`src/rtl/eeprom_pkg.sv`:
```
// Shared definitions for the 24LC04 command scheduler.
//   RSP_*   : response status codes returned on rsp_err
//   OP_*    : command type encodings for cmd_rw / eng_rw / rsp_rw
//   state_t : scheduler FSM states
//   cmd_t   : one 17-bit FIFO entry {rw, addr, wdata}
package eeprom_pkg;

  localparam logic [1:0] RSP_OK   = 2'b00;
  localparam logic [1:0] RSP_NACK = 2'b01;
  localparam logic [1:0] RSP_TMO  = 2'b10;

  localparam logic OP_WRITE = 1'b0;
  localparam logic OP_READ  = 1'b1;

  typedef enum logic [2:0] {
    ST_IDLE,
    ST_ISSUE,
    ST_WAIT_DONE,
    ST_RESP,
    ST_WR_WAIT
  } state_t;

  typedef struct packed {
    logic       rw;
    logic [7:0] addr;
    logic [7:0] wdata;
  } cmd_t;

endpackage

```
`src/rtl/eeprom_cmd_fifo.sv`:
```
// Synchronous command FIFO, first-word-fall-through head output.
//   clk, rst_n : clock, asynchronous active-low reset (empties the FIFO)
//   push       : write push_data when not full
//   push_data  : entry to store
//   pop        : drop the head entry when not empty
//   head       : current head entry (valid while empty=0)
//   full/empty : fill-level flags derived from the count register
module eeprom_cmd_fifo
  import eeprom_pkg::*;
#(
  parameter int DEPTH = 4
) (
  input  logic clk,
  input  logic rst_n,
  input  logic push,
  input  cmd_t push_data,
  input  logic pop,
  output cmd_t head,
  output logic full,
  output logic empty
);

  localparam int AW = $clog2(DEPTH);

  cmd_t           mem [DEPTH];
  logic [AW-1:0]  wr_ptr_reg;
  logic [AW-1:0]  rd_ptr_reg;
  logic [AW:0]    count_reg;
  logic           do_push;
  logic           do_pop;

  assign full    = (count_reg == (AW+1)'(DEPTH));
  assign empty   = (count_reg == '0);
  assign do_push = push & ~full;
  assign do_pop  = pop & ~empty;
  assign head    = mem[rd_ptr_reg];

  // Storage carries no reset so it can map onto plain RAM.
  always_ff @(posedge clk) begin
    if (do_push) mem[wr_ptr_reg] <= push_data;
  end

  // DEPTH is a power of two, so the pointers wrap by natural overflow.
  always_ff @(posedge clk or negedge rst_n) begin
    if (!rst_n) begin
      wr_ptr_reg <= '0;
      rd_ptr_reg <= '0;
      count_reg  <= '0;
    end else begin
      if (do_push) wr_ptr_reg <= wr_ptr_reg + 1'b1;
      if (do_pop)  rd_ptr_reg <= rd_ptr_reg + 1'b1;
      case ({do_push, do_pop})
        2'b10:   count_reg <= count_reg + 1'b1;
        2'b01:   count_reg <= count_reg - 1'b1;
        default: count_reg <= count_reg;
      endcase
    end
  end

endmodule

```
`src/rtl/eeprom_cmd_sched.sv`:
```
// Command scheduler in front of the I2C 24LC04 byte engine.
// Buffers host byte-write / random-read commands, issues them one at a
// time over a level req / pulse done handshake, waits tWR after every
// acknowledged write, aborts a transaction that runs past TIMEOUT_CYC and
// returns exactly one response per command.
//   cmd_*  : host command stream (valid/ready)
//   rsp_*  : host response stream (valid held until ready)
//   eng_*  : I2C engine request / completion
//   busy   : FSM active or commands still queued
module eeprom_cmd_sched
  import eeprom_pkg::*;
#(
  parameter int CLK_FRQ     = 50000000,
  parameter int TWR_US      = 5000,
  parameter int FIFO_DEPTH  = 4,
  parameter int TIMEOUT_CYC = 200000
) (
  input  logic       clk,
  input  logic       rst_n,
  input  logic       cmd_valid,
  output logic       cmd_ready,
  input  logic       cmd_rw,
  input  logic [7:0] cmd_addr,
  input  logic [7:0] cmd_wdata,
  output logic       rsp_valid,
  input  logic       rsp_ready,
  output logic       rsp_rw,
  output logic [7:0] rsp_data,
  output logic [1:0] rsp_err,
  output logic       eng_req,
  output logic       eng_rw,
  output logic [7:0] eng_addr,
  output logic [7:0] eng_wdata,
  input  logic       eng_done,
  input  logic       eng_nack,
  input  logic [7:0] eng_rdata,
  output logic       busy
);

  localparam int TWR_CYC = (CLK_FRQ / 1000000) * TWR_US;
  localparam int TMO_W   = (TIMEOUT_CYC > 2) ? $clog2(TIMEOUT_CYC) : 1;
  localparam int TWR_W   = (TWR_CYC > 2) ? $clog2(TWR_CYC) : 1;
  localparam logic [TMO_W-1:0] TMO_LAST = TMO_W'(TIMEOUT_CYC - 1);
  localparam logic [TWR_W-1:0] TWR_LAST = TWR_W'(TWR_CYC - 1);

  state_t            state_reg, state_next;
  logic [TMO_W-1:0]  tmo_cnt_reg;
  logic [TWR_W-1:0]  twr_cnt_reg;
  logic              eng_req_reg;
  cmd_t              eng_cmd_reg;
  logic              rsp_valid_reg;
  logic              rsp_rw_reg;
  logic [7:0]        rsp_data_reg;
  logic [1:0]        rsp_err_reg;

  logic              fifo_full, fifo_empty, fifo_pop;
  cmd_t              fifo_head, fifo_in;

  assign fifo_in = '{rw: cmd_rw, addr: cmd_addr, wdata: cmd_wdata};

  eeprom_cmd_fifo #(.DEPTH(FIFO_DEPTH)) u_fifo (
    .clk       (clk),
    .rst_n     (rst_n),
    .push      (cmd_valid),
    .push_data (fifo_in),
    .pop       (fifo_pop),
    .head      (fifo_head),
    .full      (fifo_full),
    .empty     (fifo_empty)
  );

  assign cmd_ready = ~fifo_full;
  assign busy      = (state_reg != ST_IDLE) | ~fifo_empty;
  assign eng_req   = eng_req_reg;
  assign eng_rw    = eng_cmd_reg.rw;
  assign eng_addr  = eng_cmd_reg.addr;
  assign eng_wdata = eng_cmd_reg.wdata;
  assign rsp_valid = rsp_valid_reg;
  assign rsp_rw    = rsp_rw_reg;
  assign rsp_data  = rsp_data_reg;
  assign rsp_err   = rsp_err_reg;

  always_ff @(posedge clk or negedge rst_n) begin
    if (!rst_n) state_reg <= ST_IDLE;
    else        state_reg <= state_next;
  end

  always_comb begin
    state_next = state_reg;
    fifo_pop   = 1'b0;
    case (state_reg)
      ST_IDLE: begin
        if (!fifo_empty) begin
          fifo_pop   = 1'b1;
          state_next = ST_ISSUE;
        end
      end
      ST_ISSUE:     state_next = ST_WAIT_DONE;
      // eng_done and the timeout both leave for RESP; the datapath
      // gives eng_done priority when they coincide.
      ST_WAIT_DONE: if (eng_done || (tmo_cnt_reg == TMO_LAST)) state_next = ST_RESP;
      ST_RESP: begin
        if (rsp_ready) begin
          if ((rsp_rw_reg == OP_WRITE) && (rsp_err_reg == RSP_OK)) state_next = ST_WR_WAIT;
          else                                                      state_next = ST_IDLE;
        end
      end
      ST_WR_WAIT:   if (twr_cnt_reg == TWR_LAST) state_next = ST_IDLE;
      default:      state_next = ST_IDLE;
    endcase
  end

  always_ff @(posedge clk or negedge rst_n) begin
    if (!rst_n) begin
      eng_req_reg   <= 1'b0;
      eng_cmd_reg   <= '0;
      tmo_cnt_reg   <= '0;
      twr_cnt_reg   <= '0;
      rsp_valid_reg <= 1'b0;
      rsp_rw_reg    <= 1'b0;
      rsp_data_reg  <= 8'h00;
      rsp_err_reg   <= RSP_OK;
    end else begin
      case (state_reg)
        ST_IDLE: if (fifo_pop) eng_cmd_reg <= fifo_head;
        ST_ISSUE: begin
          eng_req_reg <= 1'b1;
          tmo_cnt_reg <= '0;
        end
        ST_WAIT_DONE: begin
          if (eng_done) begin
            eng_req_reg   <= 1'b0;
            rsp_valid_reg <= 1'b1;
            rsp_rw_reg    <= eng_cmd_reg.rw;
            rsp_err_reg   <= eng_nack ? RSP_NACK : RSP_OK;
            rsp_data_reg  <= ((eng_cmd_reg.rw == OP_READ) && !eng_nack) ? eng_rdata : 8'h00;
          end else if (tmo_cnt_reg == TMO_LAST) begin
            eng_req_reg   <= 1'b0;
            rsp_valid_reg <= 1'b1;
            rsp_rw_reg    <= eng_cmd_reg.rw;
            rsp_err_reg   <= RSP_TMO;
            rsp_data_reg  <= 8'h00;
          end else begin
            tmo_cnt_reg <= tmo_cnt_reg + 1'b1;
          end
        end
        ST_RESP: begin
          if (rsp_ready) begin
            rsp_valid_reg <= 1'b0;
            twr_cnt_reg   <= '0;
          end
        end
        ST_WR_WAIT: if (twr_cnt_reg != TWR_LAST) twr_cnt_reg <= twr_cnt_reg + 1'b1;
        default: ;
      endcase
    end
  end

endmodule
```
`config.mk`:
```
export PLATFORM = sky130hd
export DESIGN_NAME = eeprom_cmd_sched
export DESIGN_NICKNAME = d
export VERILOG_FILES = /design/src/rtl/eeprom_pkg.sv /design/src/rtl/eeprom_cmd_fifo.sv /design/src/rtl/eeprom_cmd_sched.sv
export SDC_FILE = /design/constraint.sdc
export NUM_CORES = 1
export LEC_CHECK = 0
export BUFFER_PORTS_ARGS = -buffer_cell sky130_fd_sc_hd__buf_2
export CAP_MARGIN = 20
export CORE_ASPECT_RATIO = 0.6
export CORE_UTILIZATION = 55
export CTS_CLUSTER_DIAMETER = 50
export DETAILED_ROUTE_END_ITERATION = 16
export PLACE_DENSITY = 0.85
export SLEW_MARGIN = 20
export SYNTH_ARGS = -nofsm -noshare
export SYNTH_HDL_FRONTEND = slang
export SYNTH_SLANG_ARGS = --single-unit
```
`constraint.sdc`:
```
create_clock -name clk -period 4.65 [get_ports clk]
set_clock_uncertainty 0.05 [all_clocks]
set_input_delay 0.6975 -clock clk [delete_from_list [all_inputs] [get_ports clk]]
set_output_delay 0.6975 -clock clk [all_outputs]
set_load 0.02 [all_outputs]
```
# Yosys cells after proc, flatten, opt, wreduce, memory -nomap -nowiden
# Memories as Yosys holds them, arrays and structs flattened. A register that Yosys moved wholly into a read port is not among the register bits.
# Index checks and enable logic that the tools add are counted.
word_totals:
  memories: 1
  in_bits: 31
  ram_bits: 68
  out_inout_bits: 32
  word_cells: 95
  regBits: 59
op_classes:
  bitwise_logic: 6
  eq_ne: 18
  n_mux: 32
  add_sub_neg: 6
  reduce_logical: 21
memory_table:
  columns: ["memory", "words", "word_bits", "rd", "rd_clocked_by_memory_dff", "write_ports", "line", "source"]
  rows:
  - ["u_fifo.mem", 4, 17, 1, 1, 1, "eeprom_cmd_fifo.sv:25", "cmd_t mem [DEPTH];"]
ops:
  columns: ["op", "count"]
  rows:
  - ["2-to-1 mux 18 bit", 4]
  - ["one-hot mux 18 bit (2 select lines)", 2]
  - ["adder 18 x 1 -> 18 bit (second input constant)", 2]
  - ["== test 18 bit (second input constant)", 2]
  - ["2-to-1 mux 8 bit", 3]
  - ["!= test 18 bit (second input constant)", 1]
  - ["2-to-1 mux 3 bit", 5]
  - ["one-hot mux 3 bit (5 select lines)", 1]
  - ["!= test 2 bit (second input constant)", 7]
  - ["2-to-1 mux 1 bit", 12]
  - ["nonzero test 2 bit", 5]
  - ["AND reduction 3 bit", 3]
  - ["== test 3 x 2 -> 1 bit (second input constant)", 2]
  - ["== test 3 bit (second input constant)", 2]
  - ["logical NOT 3 bit", 2]
  - ["one-hot mux 3 bit (2 select lines)", 1]
  - ["AND reduction 2 bit", 3]
  - ["adder 2 x 1 -> 2 bit (second input constant)", 2]
  - ["2-to-1 mux 2 bit", 2]
  - ["one-hot mux 1 bit (2 select lines)", 2]
  - ["AND reduction 4 bit", 1]
  - ["adder 3 x 1 -> 3 bit (second input constant)", 1]
  - ["== test 3 x 1 -> 1 bit (second input constant)", 1]
  - ["!= test 3 bit (second input constant)", 1]
  - ["11 further kinds", 16]

# Depth between registers and ports, before layout
# Gate-level depths: netlist (run 1).
depth:
  depth_word: 6
  depth_mapped: 10
  mapped_depth_nobuf: 10

# Modules after synthesis
# From an unflattened synthesis (run 1), not the netlist that was laid out.
unflattened:
  cells_unflattened: 454
  hier_area_um2: 6253.5
modules_own_cells:
  columns: ["module", "cells_each", "instances", "area_per_inst_um2", "seq_area_each_um2"]
  rows:
  - ["eeprom_cmd_sched", 328, 1, 3331.9, 1726.7]
  - ["eeprom_cmd_fifo", 126, 1, 2921.6, 2217.1]

# Worst setup path after synthesis (run 1)
# No wires, ideal clock.
synth_path:
  path_type: "register to register"
  startpoint: "register state_reg[0]"
  endpoint: "register u_fifo.count_reg[2]"
  stages_incl_launch_ff: 11
  required_ns: 4.521
  setup_time_ns: 0.079
  synth_period_minus_slack_ns: 2.450
  path_slack_ns: 2.200
  t_arrival_ns: 2.321
  n_path_buf: 2
  path_cell_list: "dfrtp_1 > clkbuf_1 > nor3_1 > and2_1 > clkbuf_1 > ha_1 > inv_1 > fa_1 > xor2_1 > nor2_1 > xor2_1"
synth_via:
  elab_chain_len: 5
  word_cells_on_any_way: 7
  cone_classes: "2 x eq/ne; 2 x mux; 1 x bitwise; 2 x reduce/logical"
synth_rtl:
  columns: ["element", "line", "source"]
  rows:
  - ["start, declared", "eeprom_cmd_sched.sv:46", "state_t state_reg, state_next;"]
  - ["start signal, assigned", "eeprom_cmd_sched.sv:85", "else state_reg <= state_next;"]
  - ["logical NOT 3 bit (*)", "eeprom_cmd_sched.sv:91", "case (state_reg)"]
  - ["2-to-1 mux 1 bit (*)", "eeprom_cmd_sched.sv:91", null]
  - ["AND 1 bit (*)", "eeprom_cmd_fifo.sv:35", "assign do_pop = pop & ~empty;"]
  - ["net u_fifo.do_pop", "eeprom_cmd_fifo.sv:30", "logic do_pop;"]
  - ["== test 2 x 1 -> 1 bit / == test 2 bit (equally long branches)", "eeprom_cmd_fifo.sv:52", "case ({do_push, do_pop})"]
  - ["one-hot mux 3 bit (2 select lines) / nonzero test 2 bit (equally long branches)", null, null]
  - ["end signal, assigned", "eeprom_cmd_fifo.sv:53", "2'b10: count_reg <= count_reg + 1'b1;"]
  - ["end signal, assigned", "eeprom_cmd_fifo.sv:54", "2'b01: count_reg <= count_reg - 1'b1;"]
  - ["end signal, assigned", "eeprom_cmd_fifo.sv:55", "default: count_reg <= count_reg;"]
  - ["end, declared", "eeprom_cmd_fifo.sv:28", "logic [AW:0] count_reg;"]
# Mark *: on every way through the listed nets, which the timed path passes. The rest lies on a longest branch.
# A chain may end at the register's enable or synchronous reset.

# Worst setup path after layout (run 1)
layout_path:
  startpoint: "register tmo_cnt_reg[0]"
  endpoint: "register tmo_cnt_reg[10]"
layout_via:
  elab_chain_len: 4
  word_cells_on_any_way: 7
  cone_classes: "1 x add/sub; 2 x eq/ne; 3 x mux; 1 x reduce/logical"
layout_rtl:
  columns: ["element", "line", "source"]
  rows:
  - ["start, declared", "eeprom_cmd_sched.sv:47", "logic [TMO_W-1:0] tmo_cnt_reg;"]
  - ["start signal, assigned", "eeprom_cmd_sched.sv:144", "tmo_cnt_reg <= tmo_cnt_reg + 1'b1;"]
  - ["adder 18 x 1 -> 18 bit", "eeprom_cmd_sched.sv:144", null]
  - ["2-to-1 mux 18 bit", "eeprom_cmd_sched.sv:137", "end else if (tmo_cnt_reg == TMO_LAST) begin"]
  - ["2-to-1 mux 18 bit", "eeprom_cmd_sched.sv:131", "if (eng_done) begin"]
  - ["one-hot mux 18 bit (2 select lines)", "eeprom_cmd_sched.sv:124", "case (state_reg)"]
# Several ways; a longest one is shown, not always the timed one. The select of a mux whose other input is x is not followed.

==> reports/results.tsv, run 1 <==
stage	metric	value	unit
grt	grt_pass1_wl	21300	µm
placed_design	numPortBuffers	62	
layout	final_nets	559	
layout	fin_util	68.0	%
logic_synthesis	ys_seq_area_share	63.7	%
cts	cts_made_buffers	17	
placed_design	placed_area	0.00662	mm²
cts	cts_setup_buffers	0	
timing	hold_slack	0.148	ns
flow_run	max_cap_viol_count	0	
cts	ctsResizeCount	0	
logic_synthesis	ys_top_cells_by_area	edfxtp_1, dfrtp_1, mux4_2, mux2_2, o21ai_0	
detailed_routing	drt_pass1_iterations	7	
setup_path	timing_worst_setup_path_type	reg -> reg	
outcome	status	complete, no violations	
logic_synthesis	async_flop_share	52.8	%
timing	finalHoldViolations	0	
grt	antenna_found_initial	0	
logic_synthesis	synth.ff_latch_count	144	
logic_synthesis	synth_area	0.00619	mm²
layout	stdcell_area	0.00730	mm²
timing	finalCriticalPeriod	2.49	ns
grt	grt_max_degree	77	
floorplanning	dieHeight	84.2	µm
layout	largest_reg_flops	68	
cts	cts_tree	done	
timing	finalCritPeriodShare	53.5	%
power	vdd_drop_max	0.403	mV
grt	grt_pass1_vias	4196	
logic_synthesis	synthCells	453	
power	power.density	637	mW/mm²
floorplanning	die_w	139	µm
setup_path	worstPathArrival	2.77	ns
timing	slew_viol_final	0	
layout	drive_gt1_share	26.3	%
logic_synthesis	syn-num-nets	492	
setup_path	critPathMaxFanout	11	
logic_synthesis	synth_edf_count	68	
cts	cts-root-buf	clkbuf_16	
detailed_routing	avgViaCountPerCell	6.21	
timing	fmax	402	MHz
detailed_routing	drc_errors	0	
power	total_power	4.65	mW
cts	clockBufferDepth	2	
cts	htree_num_levels	4	
placed_design	dp.cells	639	
cts	clock-sinks	144	
timing	worstMarginPinSlew	0.949	ns
floorplanning	row_count	29	
timing	slew-limit-headroom	36.5	%
layout	num_antenna_cells	0	
setup_path	start_kind	flip-flop	
timing	setup_viol	0	
setup_path	cp-end-kind	flip-flop	
cts	cts.clk_slew.worst_paths	0.06	ns
timing	tns	0	ns
floorplanning	coreArea	0.0107	mm²
setup_path	critPathRequiredTime	4.94	ns
floorplanning	ioPinCount	63	
detailed_routing	routed_wl	13000	µm
placed_design	dpl_worst_slack	2.18	ns
power	p_leak	2.92	nW
cts	worst_skew_pair.late_latency	0.42	ns
cts	hold_buffers	0	
logic_synthesis	synth_area_leader_cell	edfxtp_1	
detailed_routing	wl_per_cell	19.4	µm
logic_synthesis	synth_top_area_share	33.0	%
logic_synthesis	yosys_warnings	0	
placed_design	post-dp-hpwl	8300	µm
layout	areaGrowthSynthToFinish	18.0	%
logic_synthesis	synth_cell_types	55	
placed_design	place.gp.congestion	0.877	
worst_hold_path	hp-class	in -> async	
grt	grt_use_total	23.9	%
floorplanning	dieArea	0.0117	mm²
layout	fin_cells	672	
grt	grt_overflow	0	
timing	rsz0062_at_grt	false	
logic_synthesis	syn_area_per_cell	13.7	µm²
detailed_routing	drtIter0Drc	405	
detailed_routing	routed-via-count	4170	
timing	worst_slack	2.16	ns
floorplanning	initial_core_util	57.6	%
logic_synthesis	ys.flop_type	dfrtp_1	
detailed_routing	antenna_left	0	
cell usage in the layout, fill, tap and decap left out, types with 5 or more instances in the layout:
| cell type | count |
|---|---|
| dfrtp_1 | 76 |
| edfxtp_1 | 68 |
| buf_2 | 61 |
| o21ai_0 | 33 |
| nand2_1 | 28 |
| nand3_1 | 19 |
| nor2_1 | 19 |
| mux2_2 | 18 |
| mux4_2 | 17 |
| clkbuf_16 | 17 |
| a22o_1 | 12 |
| inv_1 | 11 |
| nor3_1 | 11 |
| o31ai_1 | 11 |
| and3_1 | 9 |
| a31oi_1 | 8 |
| nand4_1 | 8 |
| a21oi_1 | 7 |
| ha_1 | 7 |
| and2_1 | 6 |
| nand2b_1 | 5 |
| xor2_1 | 5 |
| xnor2_1 | 5 |
| bufinv_16 | 5 |
| buf_4 | 5 |
final timing paths:
path	startpoint	endpoint	slack, ns	cells past startpoint
max	tmo_cnt_reg[0]	tmo_cnt_reg[10]	2.16	6
min	rst_n	eng_wdata[5]	0.15	1
max reg2reg	tmo_cnt_reg[0]	tmo_cnt_reg[10]	2.16	6
min reg2reg	eng_req	eng_req	0.45	1
max in group asynchronous	rst_n	rsp_data[5]	3.82	2
min in group clk	cmd_wdata[4]	u_fifo.mem[1][4]	0.44	1
cell usage after synthesis (2+ instances only):
cell type,count
dfrtp_1,76
edfxtp_1,68
o21ai_0,33
nand2_1,28
nand3_1,19
nor2_1,19
mux2_2,18
mux4_2,17
a22o_1,12
clkbuf_1,12
o31ai_1,12
inv_1,11
nor3_1,11
and3_1,9
a31oi_1,8
nand4_1,8
a21oi_1,7
ha_1,7
and2_1,6
buf_2,5
nand2b_1,5
xnor2_1,5
xor2_1,5
nor4_1,4
o41ai_1,4
or3_1,4
o211ai_1,3
o22ai_1,3
a21o_1,2
mux2i_1,2
nor2b_1,2
o21a_1,2
o21bai_1,2
or2_2,2
or4_1,2
power by group:
| part | switching [mW] | total [mW] | internal [mW] |
|---|---|---|---|
| sequential | 0.235 | 1.90 | 1.66 |
| combinational | 0.709 | 1.27 | 0.559 |
| clock | 0.532 | 1.49 | 0.954 |
| total | 1.48 | 4.65 | 3.18 |
worst max-delay path: stages (launching register included):
cell and delay, ns:
dfrtp_1 0.39, ha_1 0.23, nand3_1 0.12, or4_1 0.59
o21ai_1 0.67, a22oi_1 0.20, o21bai_1 0.16
layer usage:
metal  GRT usage [%]  routed length [µm]  vias to the layer above  share of wire [%]
met5               0                   0                        -                  0
met4            7.88                 131                        0                1.0
met3            7.87                1090                       16                8.4
met2            36.9                6060                      230                 47
met1            32.4                5730                     2059                 44
li1                -                   -                     1865                  -
cell families (layout without fill, tap and decap cells):
logic type | count (synthesis) | in the layout | synth area share, %
fa+ha+maj | 8 | 8 | 1.74
flops | 144 | 144 | 63.7
compound gates | 92 | 92 | 9.66
mux | 37 | 37 | 9.79
buf+inv | 30 | 110 | 2.10
xor+xnor | 10 | 10 | 1.42
simple gates | 132 | 132 | 11.6
area by class of cell:
cell class                 instances  area, µm²
timing repair buffer              67        370
clock inverter                    13        210
inverter                          11       41.3
sequential                       144       3940
clock buffer                      19        433
fill                             691       3440
tap                              139        174
multi-input combinational        279       2130
(Power assumes the default switching activity.)
==> run 2, diff against run 1 <==
- clock period: 4.65 -> 2.6 ns (I/O delays scaled with it)
==> reports/results.tsv, run 2 (synthesis results as in run 1) <==
stage	metric	value	unit
timing	slew_viol_final	0	
layout	layout_commonest_cell	dfrtp_1	
cts	ctsResizeCount	0	
setup_path	timing.reg2reg.setup_slack	0.24	ns
grt	grt_max_degree	77	
layout	seqCellArea	0.00394	mm²
setup_path	start_kind	flip-flop	
detailed_routing	avgViaCountPerCell	6.29	
setup_path	crit_chain	ha_1, nand3_1, or4_1, nor2_1, o21ai_0, buf_4, mux2_2	
detailed_routing	routed_wl	13600	µm
layout	areaGrowthSynthToFinish	17.6	%
setup_path	timing_worst_setup_path_type	reg -> reg	
setup_path	critPathTopFamily	simple AND/OR/NAND/NOR gates	
power	power.density	1100	mW/mm²
flow_run	max_cap_viol_count	0	
timing	worstMarginPinSlew	0.998	ns
layout	largest_reg_flops	68	
setup_path	rr_startpoint	tmo_cnt_reg[0]	
floorplanning	die_w	139	µm
setup_path	worst-path-buf-inv	1	
timing	finalHoldViolations	0	
timing	setup_viol	0	
grt	grt_overflow	0	
cts	cts-root-buf	clkbuf_16	
power	vdd_drop_max	0.721	mV
timing	fmax	424	MHz
setup_path	cp-end-kind	flip-flop	
floorplanning	dieHeight	84.2	µm
timing	slew-limit-headroom	33.5	%
setup_path	worstRegToRegCells	7	
worst_hold_path	hp-class	in -> async	
setup_path	r2r_end	rsp_rw	
placed_design	post-dp-hpwl	8730	µm
detailed_routing	drt_pass1_iterations	13	
setup_path	critPathRequiredTime	2.85	ns
timing	finalCriticalPeriod	2.36	ns
layout	stdcell_area	0.00728	mm²
timing	finalCritPeriodShare	90.6	%
outcome	status	complete, no violations	
cts	cts_made_buffers	17	
detailed_routing	wl_per_cell	19.9	µm
setup_path	slowest_delay	0.59	ns
grt	grt_use_total	25.5	%
layout	fill_cells	731	
cts	hold_buffers	0	
detailed_routing	antenna_left	0	
setup_path	cp_slowest_cell	or4_1	
layout	final_cell_mix	dfrtp_1, edfxtp_1, buf_2	
cts	cts_setup_buffers	0	
floorplanning	initial_core_util	57.6	%
floorplanning	coreArea	0.0107	mm²
cts	clock-sinks	144	
setup_path	critPathMaxFanout	12	
placed_design	numPortBuffers	62	
timing	rsz0062_at_grt	false	
floorplanning	dieArea	0.0117	mm²
grt	antenna_found_initial	0	
grt	grt_pass1_wl	22700	µm
cts	cts.clk_slew.worst_paths	0.06	ns
cts	cts_tree	done	
detailed_routing	routed-via-count	4304	
grt	grt_pass1_vias	4484	
detailed_routing	drc_errors	0	
power	p_leak	2.92	nW
floorplanning	row_count	29	
setup_path	worstPathArrival	2.60	ns
floorplanning	ioPinCount	63	
layout	multi_input_area	0.00212	mm²
cts	worst_skew_pair.late_latency	0.41	ns
detailed_routing	drtIter0Drc	521	
cts	htree_num_levels	4	
layout	num_antenna_cells	0	
cts	clockBufferDepth	2	
layout	final_nets	571	
layout	drive_gt1_share	27.5	%
placed_design	placed_area	0.00673	mm²
timing	tns	0	ns
placed_design	place.gp.congestion	0.868	
-- run 2: cell types whose count changed in the layout (fill, tap and decap cells not counted), sizes merged --
cell / delta
clkinvlp: +1
inv: +2
buf: +12
clkbuf: +1
bufinv: -4
-- run 2: worst max-delay path by stage --
| stage | end | cells after the start | slack (ns) | start |
|---|---|---|---|---|
| detailed placement | twr_cnt_reg[12] | 7 | 0.26 | twr_cnt_reg[0] |
| global route | twr_cnt_reg[16] | 6 | 0.13 | twr_cnt_reg[0] |
| finish | rsp_rw | 7 | 0.24 | tmo_cnt_reg[0] |
| CTS | twr_cnt_reg[12] | 7 | 0.14 | twr_cnt_reg[0] |
| floorplan | u_fifo.count_reg[2] | 10 | 0.15 | state_reg[0] |
| global placement | rsp_rw | 7 | 0.41 | tmo_cnt_reg[0] |
-- run 2: cell type report --
type / count / area share, %
inverters: 11 / 0.567
clock inverters: 12 / 1.51
repair buffers: 79 / 6.22
clock buffers: 20 / 6.00
multi-input cells: 279 / 29.1
well taps: 139 / 2.39
flip-flops and latches: 144 / 54.2
-- run 2: through the flow --
stage | std cells | utilization (%) | total power, mW | hold WS [ns] | setup slack (ns)
2_1_floorplan | 453 | - | 4.95 | 0.0444 | 0.150
3_3_place_gp | 652 | 62.6 | 5.61 | 0.422 | 0.410
3_5_place_dp | 652 | 62.6 | 5.77 | 0.426 | 0.255
4_1_cts | 684 | 67.7 | 8.05 | 0.105 | 0.142
5_1_grt | 684 | 67.8 | 8.41 | 0.133 | 0.131
6_report | 684 | 67.8 | 8.02 | 0.0553 | 0.244
-- run 2: metal layers --
layer  vias to the layer above  global-route usage, %  routed length [µm]
met3                        43                   6.27                1120
met2                       234                   39.9                6370
met5                         -                      0                   0
met4                         0                   12.1                 369
met1                      2129                   34.1                5770
li1                       1898                      -                   -
-- run 2: power by group --
group	internal, mW	leakage [nW]	switching [mW]	total (mW)
Sequential	2.97	1.61	0.387	3.36
Combinational	1.08	1.06	1.33	2.41
Clock	1.32	0.259	0.936	2.26
==> run 3, diff against run 2 <==
- CORE_UTILIZATION: 55 -> 53
- PLACE_DENSITY: 0.85 -> 0.86
- clock period: 2.6 -> 2.15 ns (I/O delays scaled with it)
==> reports/results.tsv, run 3 (synthesis results as in run 1) <==
stage	metric	value	unit
timing	setup_viol	1	
setup_path	timing_worst_setup_path_type	reg -> reg	
placed_design	place.gp.congestion	0.881	
grt	grt_use_total	26.4	%
grt	grt_pass1_wl	23600	µm
cts	cts.clk_slew.worst_paths	0.06	ns
floorplanning	row_count	30	
layout	final_nets	594	
cts	cts-root-buf	clkbuf_16	
timing	slew_viol_final	0	
cts	clockBufferDepth	2	
power	seqPwrFrac	39.4	%
setup_path	slowest_delay	0.43	ns
timing	slew-limit-headroom	61.0	%
placed_design	numPortBuffers	62	
outcome	status	finished with violations	
timing	finalCriticalPeriod	2.18	ns
setup_path	worstPathArrival	2.45	ns
cts	worst_skew_pair.late_latency	0.42	ns
grt	grt_overflow	0	
layout	final_cell_mix	dfrtp_1, edfxtp_1, buf_2	
worst_hold_path	hp-class	in -> reg	
setup_path	start_kind	flip-flop	
timing	worstMarginPinSlew	0.583	ns
cts	cts_tree	done	
detailed_routing	antenna_left	0	
detailed_routing	drtIter0Drc	495	
power	vdd_drop_max	0.846	mV
power	p_comb_share	32.9	%
timing	worst_slack	-0.0284	ns
power	p_clk_share	27.7	%
layout	largest_reg_flops	68	
grt	grt_max_degree	44	
detailed_routing	drt_pass1_iterations	9	
power	p_leak	3.07	nW
placed_design	post-dp-hpwl	9320	µm
floorplanning	die_w	142	µm
layout	num_antenna_cells	0	
cts	htree_num_levels	4	
floorplanning	dieHeight	85.7	µm
detailed_routing	avgViaCountPerCell	6.32	
power	power.density	1340	mW/mm²
placed_design	dpl_worst_slack	-0.121	ns
setup_path	crit_chain	inv_2, nand3_4, and2_4, inv_1, ha_4, inv_1, fa_1, xor2_1, nor2_1, xor2_1	
floorplanning	initial_core_util	54.6	%
power	internal-power	6.80	mW
detailed_routing	wl_met3	1590	µm
flow_run	max_cap_viol_count	0	
detailed_routing	routed-via-count	4602	
detailed_routing	wl_met1	6190	µm
cts	cts_made_buffers	17	
placed_design	dp.cells	688	
timing	fmax	459	MHz
grt	antenna_found_initial	0	
outcome	violations	negative setup slack	
detailed_routing	routed_wl	15400	µm
floorplanning	coreArea	0.0113	mm²
layout	fin_cells	728	
detailed_routing	dr.max_layer_used	met4	
setup_path	cp-end-kind	flip-flop	
setup_path	cp_slowest_cell	dfrtp_1	
setup_path	critPathMaxFanout	6	
setup_path	critPathRequiredTime	2.42	ns
detailed_routing	wl_per_cell	21.2	µm
power	power_switching	3.44	mW
power	p_sw_share	33.6	%
timing	tns	-0.0284	ns
layout	drive_gt1_share	34.9	%
floorplanning	ioPinCount	63	
layout	areaGrowthSynthToFinish	23.5	%
timing	finalCritPeriodShare	101	%
cts	clock-sinks	144	
timing	finalHoldViolations	0	
grt	grt_pass1_vias	4507	
timing	hold_slack	0.0678	ns
detailed_routing	wl_met2	7140	µm
detailed_routing	drc_errors	0	
floorplanning	dieArea	0.0121	mm²
layout	layout_commonest_cell	dfrtp_1	
[run 3: cell count changes in the layout (fill, tap and decap cells not counted), sizes merged]
cell | previous run | this run
clkbuf | 20 | 21
buf | 79 | 101
dlygate4sd3 | 0 | 1
clkinv | 5 | 4
[run 3: path summary, 6_finish.rpt]
kind                            cells after the start           startpoint  slack [ns]                  end
min in group asynchronous                           2                rst_n        0.38         eng_wdata[3]
max in group asynchronous                           3                rst_n        1.04         state_reg[2]
worst min register to register                      1      twr_cnt_reg[16]        0.45      twr_cnt_reg[16]
worst min-delay path                                2         eng_rdata[3]        0.07          rsp_data[3]
worst max register to register                     10  u_fifo.count_reg[0]       -0.03  u_fifo.count_reg[2]
worst max-delay path                               10  u_fifo.count_reg[0]       -0.03  u_fifo.count_reg[2]
[run 3: area by class of cell]
| class | instances | area [µm²] |
|---|---|---|
| clock buffers | 21 | 472 |
| clock inverters | 11 | 104 |
| fillers | 746 | 3690 |
| inverters | 11 | 41.3 |
| multi-input cells | 279 | 2240 |
| flip-flops and latches | 144 | 3950 |
| well taps | 160 | 200 |
| repair buffers | 102 | 641 |
[run 3: per-stage QoR]
stage          utilization (%)  cell area [µm²]  power [mW]
4_1_cts                   66.3             7510        10.0
3_3_place_gp              60.8             6890        6.90
6_report                  67.4             7640        10.2
2_1_floorplan                -             6210        6.02
3_5_place_dp              60.8             6890        7.08
5_1_grt                   67.4             7640        10.7
[run 3: metal layers]
metal  global-route usage, %  vias to the layer above
li1                        -                     1948
met5                       0                        -
met2                    40.5                      325
met3                    7.04                       65
met1                    36.2                     2264
met4                    11.5                        0
[run 3: timing repair]
action / CTS / global route
hold buffers: 1 / 0
resized for setup: 9 / 26
setup endpoints to repair: 17 / 40
hold endpoints to repair: 33 / 0
buffers inserted: 2 / 5
pin swaps: 1 / 4
[run 3: power groups by stage]
stage                     combinational [mW]  clock (mW)  sequential (mW)
after floorplan                         1.79           0             4.23
after detailed placement                3.04           0             4.04
after global placement                  2.90           0             4.00
after global routing                    3.61        2.98             4.10
final                                   3.37        2.84             4.04
after CTS                               3.14        2.86             4.01
[run 3: worst max-delay path, delay by kind of cell, from the launching register on]
family / cells / cell delay [ns]
XOR/XNOR: 2 / 0.39
adder cells (fa/ha/maj): 2 / 0.52
buffers and inverters: 3 / 0.25
flip-flops: 1 / 0.43
AND/OR/NAND/NOR: 3 / 0.44
